--- src/rtl/time_counter.sv ---
// time_counter: time-of-day keeper fed by the timing_generator strobes.
// Holds HH:MM as four BCD digits, steps on the selected advance strobe,
// accepts validated time loads and emits registered hour/day/error pulses.
// Optional feature: define TWELVE_HOUR_EN for 12-hour mode with a pm output.
module time_counter #(
  parameter logic [7:0] RESET_HR  = 8'h00,
  parameter logic [7:0] RESET_MIN = 8'h00
) (
  input  logic        clk,
  input  logic        reset,
  input  logic        one_second,
  input  logic        one_minute,
  input  logic        fast_watch,
  input  logic        load_new_time,
  input  logic [15:0] new_time,
  output logic [15:0] current_time,
  output logic        hour_tick,
  output logic        day_tick,
`ifdef TWELVE_HOUR_EN
  output logic        pm,
`endif
  output logic        load_error
);

`ifdef TWELVE_HOUR_EN
  localparam logic [7:0] INIT_HR = 8'h12;
`else
  localparam logic [7:0] INIT_HR = RESET_HR;
`endif

  logic [15:0] time_q;
  logic [15:0] time_d;
  logic        hour_tick_d;
  logic        day_tick_d;
  logic        load_error_d;
  logic        pm_q;
  logic        pm_d;
  logic        adv;
  logic        load_ok;

  logic [3:0] ms_hr, ls_hr, ms_min, ls_min;
  logic [3:0] nt_ms_hr, nt_ls_hr, nt_ms_min, nt_ls_min;

  assign ms_hr     = time_q[15:12];
  assign ls_hr     = time_q[11:8];
  assign ms_min    = time_q[7:4];
  assign ls_min    = time_q[3:0];
  assign nt_ms_hr  = new_time[15:12];
  assign nt_ls_hr  = new_time[11:8];
  assign nt_ms_min = new_time[7:4];
  assign nt_ls_min = new_time[3:0];

  // Decide whether the requested load is a legal BCD time for the active mode
  always_comb begin
    load_ok = (nt_ms_min <= 4'd5) && (nt_ls_min <= 4'd9);
`ifdef TWELVE_HOUR_EN
    if (!(((nt_ms_hr == 4'd0) && (nt_ls_hr != 4'd0) && (nt_ls_hr <= 4'd9)) ||
          ((nt_ms_hr == 4'd1) && (nt_ls_hr <= 4'd2)))) begin
      load_ok = 1'b0;
    end
`else
    if (!((nt_ms_hr <= 4'd1 && nt_ls_hr <= 4'd9) ||
          (nt_ms_hr == 4'd2 && nt_ls_hr <= 4'd3))) begin
      load_ok = 1'b0;
    end
`endif
  end

  // Compute the next time and pulse values; a load always beats an advance
  always_comb begin
    adv          = fast_watch ? one_second : one_minute;
    time_d       = time_q;
    hour_tick_d  = 1'b0;
    day_tick_d   = 1'b0;
    load_error_d = 1'b0;
    pm_d         = pm_q;
    if (load_new_time) begin
      if (load_ok) begin
        time_d = new_time;
      end else begin
        load_error_d = 1'b1;
      end
    end else if (adv) begin
      if (ls_min != 4'd9) begin
        time_d[3:0] = ls_min + 4'd1;
      end else begin
        time_d[3:0] = 4'd0;
        if (ms_min != 4'd5) begin
          time_d[7:4] = ms_min + 4'd1;
        end else begin
          time_d[7:4] = 4'd0;
          hour_tick_d = 1'b1;
`ifdef TWELVE_HOUR_EN
          if (ms_hr == 4'd1 && ls_hr == 4'd1) begin
            time_d[15:8] = 8'h12;
            pm_d         = ~pm_q;
            day_tick_d   = pm_q;
          end else if (ms_hr == 4'd1 && ls_hr == 4'd2) begin
            time_d[15:8] = 8'h01;
          end else if (ls_hr == 4'd9) begin
            time_d[15:8] = {ms_hr + 4'd1, 4'd0};
          end else begin
            time_d[11:8] = ls_hr + 4'd1;
          end
`else
          if (ms_hr == 4'd2 && ls_hr == 4'd3) begin
            time_d[15:8] = 8'h00;
            day_tick_d   = 1'b1;
          end else if (ls_hr == 4'd9) begin
            time_d[15:8] = {ms_hr + 4'd1, 4'd0};
          end else begin
            time_d[11:8] = ls_hr + 4'd1;
          end
`endif
        end
      end
    end
  end

  // Register time, meridiem flag and single-cycle pulses; reset is asynchronous
  always_ff @(posedge clk or negedge reset) begin
    if (!reset) begin
      time_q     <= {INIT_HR, RESET_MIN};
      hour_tick  <= 1'b0;
      day_tick   <= 1'b0;
      load_error <= 1'b0;
      pm_q       <= 1'b0;
    end else begin
      time_q     <= time_d;
      hour_tick  <= hour_tick_d;
      day_tick   <= day_tick_d;
      load_error <= load_error_d;
      pm_q       <= pm_d;
    end
  end

  assign current_time = time_q;
`ifdef TWELVE_HOUR_EN
  assign pm = pm_q;
`endif

endmodule

--- config.mk ---
export PLATFORM = sky130hd
export DESIGN_NAME = time_counter
export DESIGN_NICKNAME = d
export VERILOG_FILES = /design/src/rtl/time_counter.sv
export SDC_FILE = /design/constraint.sdc
export NUM_CORES = 1
export LEC_CHECK = 0
export ABC_AREA = 1
export ABC_CLOCK_PERIOD_IN_PS = 3700
export BUFFER_PORTS_ARGS = -buffer_cell sky130_fd_sc_hd__buf_2
export CAP_MARGIN = 0
export CORE_ASPECT_RATIO = 0.6
export CORE_MARGIN = 4
export CORE_UTILIZATION = 30
export DETAILED_ROUTE_END_ITERATION = 16
export PLACE_DENSITY = 0.48
export SYNTH_ARGS = -nofsm -noshare
export SYNTH_HDL_FRONTEND = slang
export SYNTH_SLANG_ARGS = --single-unit
export TNS_END_PERCENT = 30
--- constraint.sdc ---
create_clock -name clk -period 3.7 [get_ports clk]
set_input_delay 0.74 -clock clk [delete_from_list [all_inputs] [get_ports clk]]
set_output_delay 0.74 -clock clk [all_outputs]
set_load 0.005 [all_outputs]
Word level (Yosys, flattened, before mapping) --
Index checks and enable logic that the tools add are counted.
Cells by class: add/sub/neg operators 4, reduce and logical (&&, ||, !) cells 11, equality and inequality tests 9, muxes and demuxes 23, order comparisons 5
Operator list (count):
- $mux 16 | 3
- $add 4x1->4 const B | 4
- $mux 4 | 4
- $mux 8 | 2
- $mux 1 | 13
- $eq 4x2->1 const B | 3
- $mux 12 | 1
- $le 4x4->1 const B | 2
- $reduce_and 5->1 | 1
- $eq 4x4->1 const B | 1
- $le 4x1->1 const B | 1
- $le 4x2->1 const B | 1
- $le 4x3->1 const B | 1
- $logic_and 1x1->1 | 4
- $ne 2x2->1 const B | 2
- $ne 4x3->1 const B | 1
- $ne 4x4->1 const B | 1
- $reduce_and 4->1 | 1
- $reduce_and 3->1 | 1
- $reduce_bool 3->1 | 1
- $ne 2x1->1 const B | 1
- $reduce_and 2->1 | 1
- $reduce_bool 2->1 | 1
- $logic_or 1x1->1 | 1
Storage, ports and cells: word-level logic and storage cells 59, output and inout bits 19, flip-flop bits (word level) 19

Logic depth before layout (Yosys ltp) --
depth in word-level cells 7, gate-level depth with buffers 11, mapped depth without buffers 11

Least setup slack after synthesis --
OpenSTA, ideal clock, no wires.
kind input to register, from input port new_time[14], to register time_q[8], in the netlist current_time[8], arrival time 1.445 ns, cell stages on the path 8, buffers on the path 0, path slack 2.138 ns, data required time 3.583 ns, cell sequence nor2_1 nand2_1 nor2_2 nand4_4 nand2_8 nand2_1 nand2_1 nand2_1
Between the ends: longest elaborated chain between the ends 6
RTL lines:
- start: declaration | line 15 | input logic [15:0] new_time,
- $le 4x1->1 / $eq 4x2->1 (equally long branches) | line 62, 63
- $logic_and 1x1->1, on equally long branches | line 62, 63
- $logic_or 1x1->1 * | line 62 | if (!((nt_ms_hr <= 4'd1 && nt_ls_hr <= 4'd9) ||
- $mux 1 * | line 62
- $ne 2x1->1 (no line) *
- $reduce_and 4->1 (no line) *
- end signal: assignment | line 123 | time_q <= {INIT_HR, RESET_MIN};
- end signal: assignment | line 129 | time_q <= time_d;
- end: declaration | line 31 | logic [15:0] time_q;
Every way passes the cells marked *; elsewhere a longest branch is shown, timed or not. A chain may end at the register's enable or synchronous reset.

Worst setup path in the final report --
from input port load_new_time, to register time_q[13], in the netlist current_time[13]
Between the ends: longest elaborated chain between the ends 2
RTL lines:
- start: declaration | line 14 | input logic load_new_time,
- $ne 2x1->1 (no line) (tied with other cells)
- $reduce_and 5->1 (no line)
Several ways; a longest one is shown, not always the timed one.

==> metrics <==
status=complete, no violations; unrepaired setup endpoints after global routing=false; Worst path slowest cell=buf_2; area grow syn2layout=20.6%; row count=18; critical setup path kind=input port to flip-flop; Overflow after GRT=0; CTS tree=done; TritonCTS Buffers=3; via/cell ratio=4.59; Remaining DRCs=0; clock latency on the worst-skew pair=260 ps; # fillers=471; Worst slew margin=0.707; final period demand of the worst path=1850 ps; layout cells sized above 1=0.249; syn avg cell area=6.92 um2; DP Area=1600 um2; Ports=41; initial antenna violation count=0; CP Data Required Time=3850 ps; pwr dens=483 nW/um2; Synth area leaders=dfrtp_1, nand2_1, o21ai_0; fin crit share=0.500; n_diodes=0; Gate Count Post-Synth=197; Worst Tran Pin Value=440 ps; IR drop worst, VDD=0.000150 V; Worst path max stage delay=340 ps; Pleak=0.907 nW; cell mode on critical path=nand2_1; syn_nets=223; CTS Sinks=19; WL final=3.56 mm; Reg clk slew, reported paths=70 ps; final setup TNS=0 ps; reported max-cap violation count=0; Reg area=475 um2; Post-Syn Area=1360 um2; Yosys top cell area share=0.349; commonest non-fill, non-tap cell in the layout=nand2_1; fin area=1640 um2; area of the multi-input gates=748 um2; final hold violation count=0; post-CTS repair timing setup buffer count=0; clk root buf=clkbuf_8; CTS resizes=0; vias in the first global route=1239; largest net degree at the start of global routing=23; Ys Warns=0; cell taking the most area after synthesis=dfrtp_1; most frequent cells in the layout=nand2_1, buf_2, inv_1; clock buffer depth=2; worst hold path class=input port to asynchronous set/reset pin; TritonRoute pass-1 iters=4; die width=95.0 um; Crit. End Element=flip-flop; Startpoint Class=input port; number of I/O port buffers=40; fin. max-slew vios=0; distinct cell type count after synthesis=25; CP Max Fanout=22; initial drt markers=38; full die area=5720 um2; hold bufs inserted after CTS=0; Setup violations, final=0; Initial Util=0.322; routed wire length per instance=12.0 um; hpwl dp=2.86 mm; total number of vias=1364; cells along the critical path=buf_2, inv_1, nand2_2, nand2_1, clkinv_2, nand2_2, nand2_1, nand2_1; Core ar.=4230 um2; CP Data Arrival Time=2000 ps; fmax=540 MHz; first-pass GRT wire length=5.78 mm; Yosys reg bits=19; htree depth=1; Worst Clk Skew=3.88 ps; GR Util All Layers=0.132; sequential-to-total area share from yosys stat=0.349; Routed Antenna Nets=0; Die Y=60.2 um; routability cong.=0.829; nets=264
-- logic make-up after synthesis --
| family | after synthesis | synth area share |
|---|---|---|
| adders and majority gates | 4 | 0.0367 |
| buffers and inverters | 30 | 0.102 |
| and+or+nand+nor | 118 | 0.412 |
| DFF | 19 | 0.349 |
| AOI/OAI and AO/OA | 25 | 0.0937 |
| xor gates and xnor gates | 1 | 0.00643 |
-- worst max-delay path: cells and delay by family --
kind / cells / cell delay (ps)
buffers and inverters: 3 / 730
and+or+nand+nor: 5 / 520
-- Yosys cell counts, drive strengths merged --
cell type / instances
ha: 4
nand3: 21
buf: 4
xnor2: 1
nor2: 13
nor3: 1
nand2: 75
inv: 24
o21ai: 23
clkinv: 2
nand4: 8
dfrtp: 19
o21bai: 1
a21oi: 1
-- worst paths after layout --
path / startpoint / end / slack [ps] / cells after the start
max in group asynchronous: reset / current_time[15]$_DFFE_PN0P_ / 2980 / 1
worst max register to register: current_time[8]$_DFFE_PN0P_ / current_time[13]$_DFFE_PN0P_ / 2080 / 10
worst min register to register: current_time[15]$_DFFE_PN0P_ / current_time[15]$_DFFE_PN0P_ / 550 / 2
min in group clk: current_time[15]$_DFFE_PN0P_ / current_time[15]$_DFFE_PN0P_ / 550 / 2
worst max-delay path: load_new_time / current_time[13]$_DFFE_PN0P_ / 1850 / 8
worst min-delay path: reset / current_time[3]$_DFFE_PN0P_ / 420 / 1
-- state kept, by name (all words and copies together) (netlist names) --
register and count:
day_tick 1, hour_tick 1, current_time 16, load_error 1
-- layer usage --
layer	vias to the layer above	GRT usage	wire, um
met2	36	0.185	1390
met1	612	0.195	1930
met5	-	0	0
met4	0	0.0226	13
met3	2	0.0440	225
li1	714	-	-
-- layout make-up --
type,count,area share
multi-input combinational,148,0.455
sequential,19,0.289
timing repair buffer,40,0.122
inverter,26,0.0602
tap,60,0.0457
clock buffer,4,0.0274
-- power by group --
| part | switching (mW) | internal, mW | leakage (nW) | total, mW |
|---|---|---|---|---|
| sequential | 0.0831 | 0.263 | 0.245 | 0.347 |
| clock | 0.0686 | 0.0766 | 0.0228 | 0.145 |
| combinational | 0.174 | 0.127 | 0.639 | 0.302 |
-- per-stage QoR --
step	power, mW	worst slack (ps)	hold slack, ps	utilization	std cells
5_1_grt	0.872	1720	452	0.388	297
2_1_floorplan	0.529	2140	444	-	197
3_3_place_gp	0.663	1660	541	0.377	293
4_1_cts	0.808	1860	433	0.388	297
6_report	0.793	1850	416	0.388	297
3_5_place_dp	0.654	1590	538	0.377	293
(Power assumes the default switching activity.)
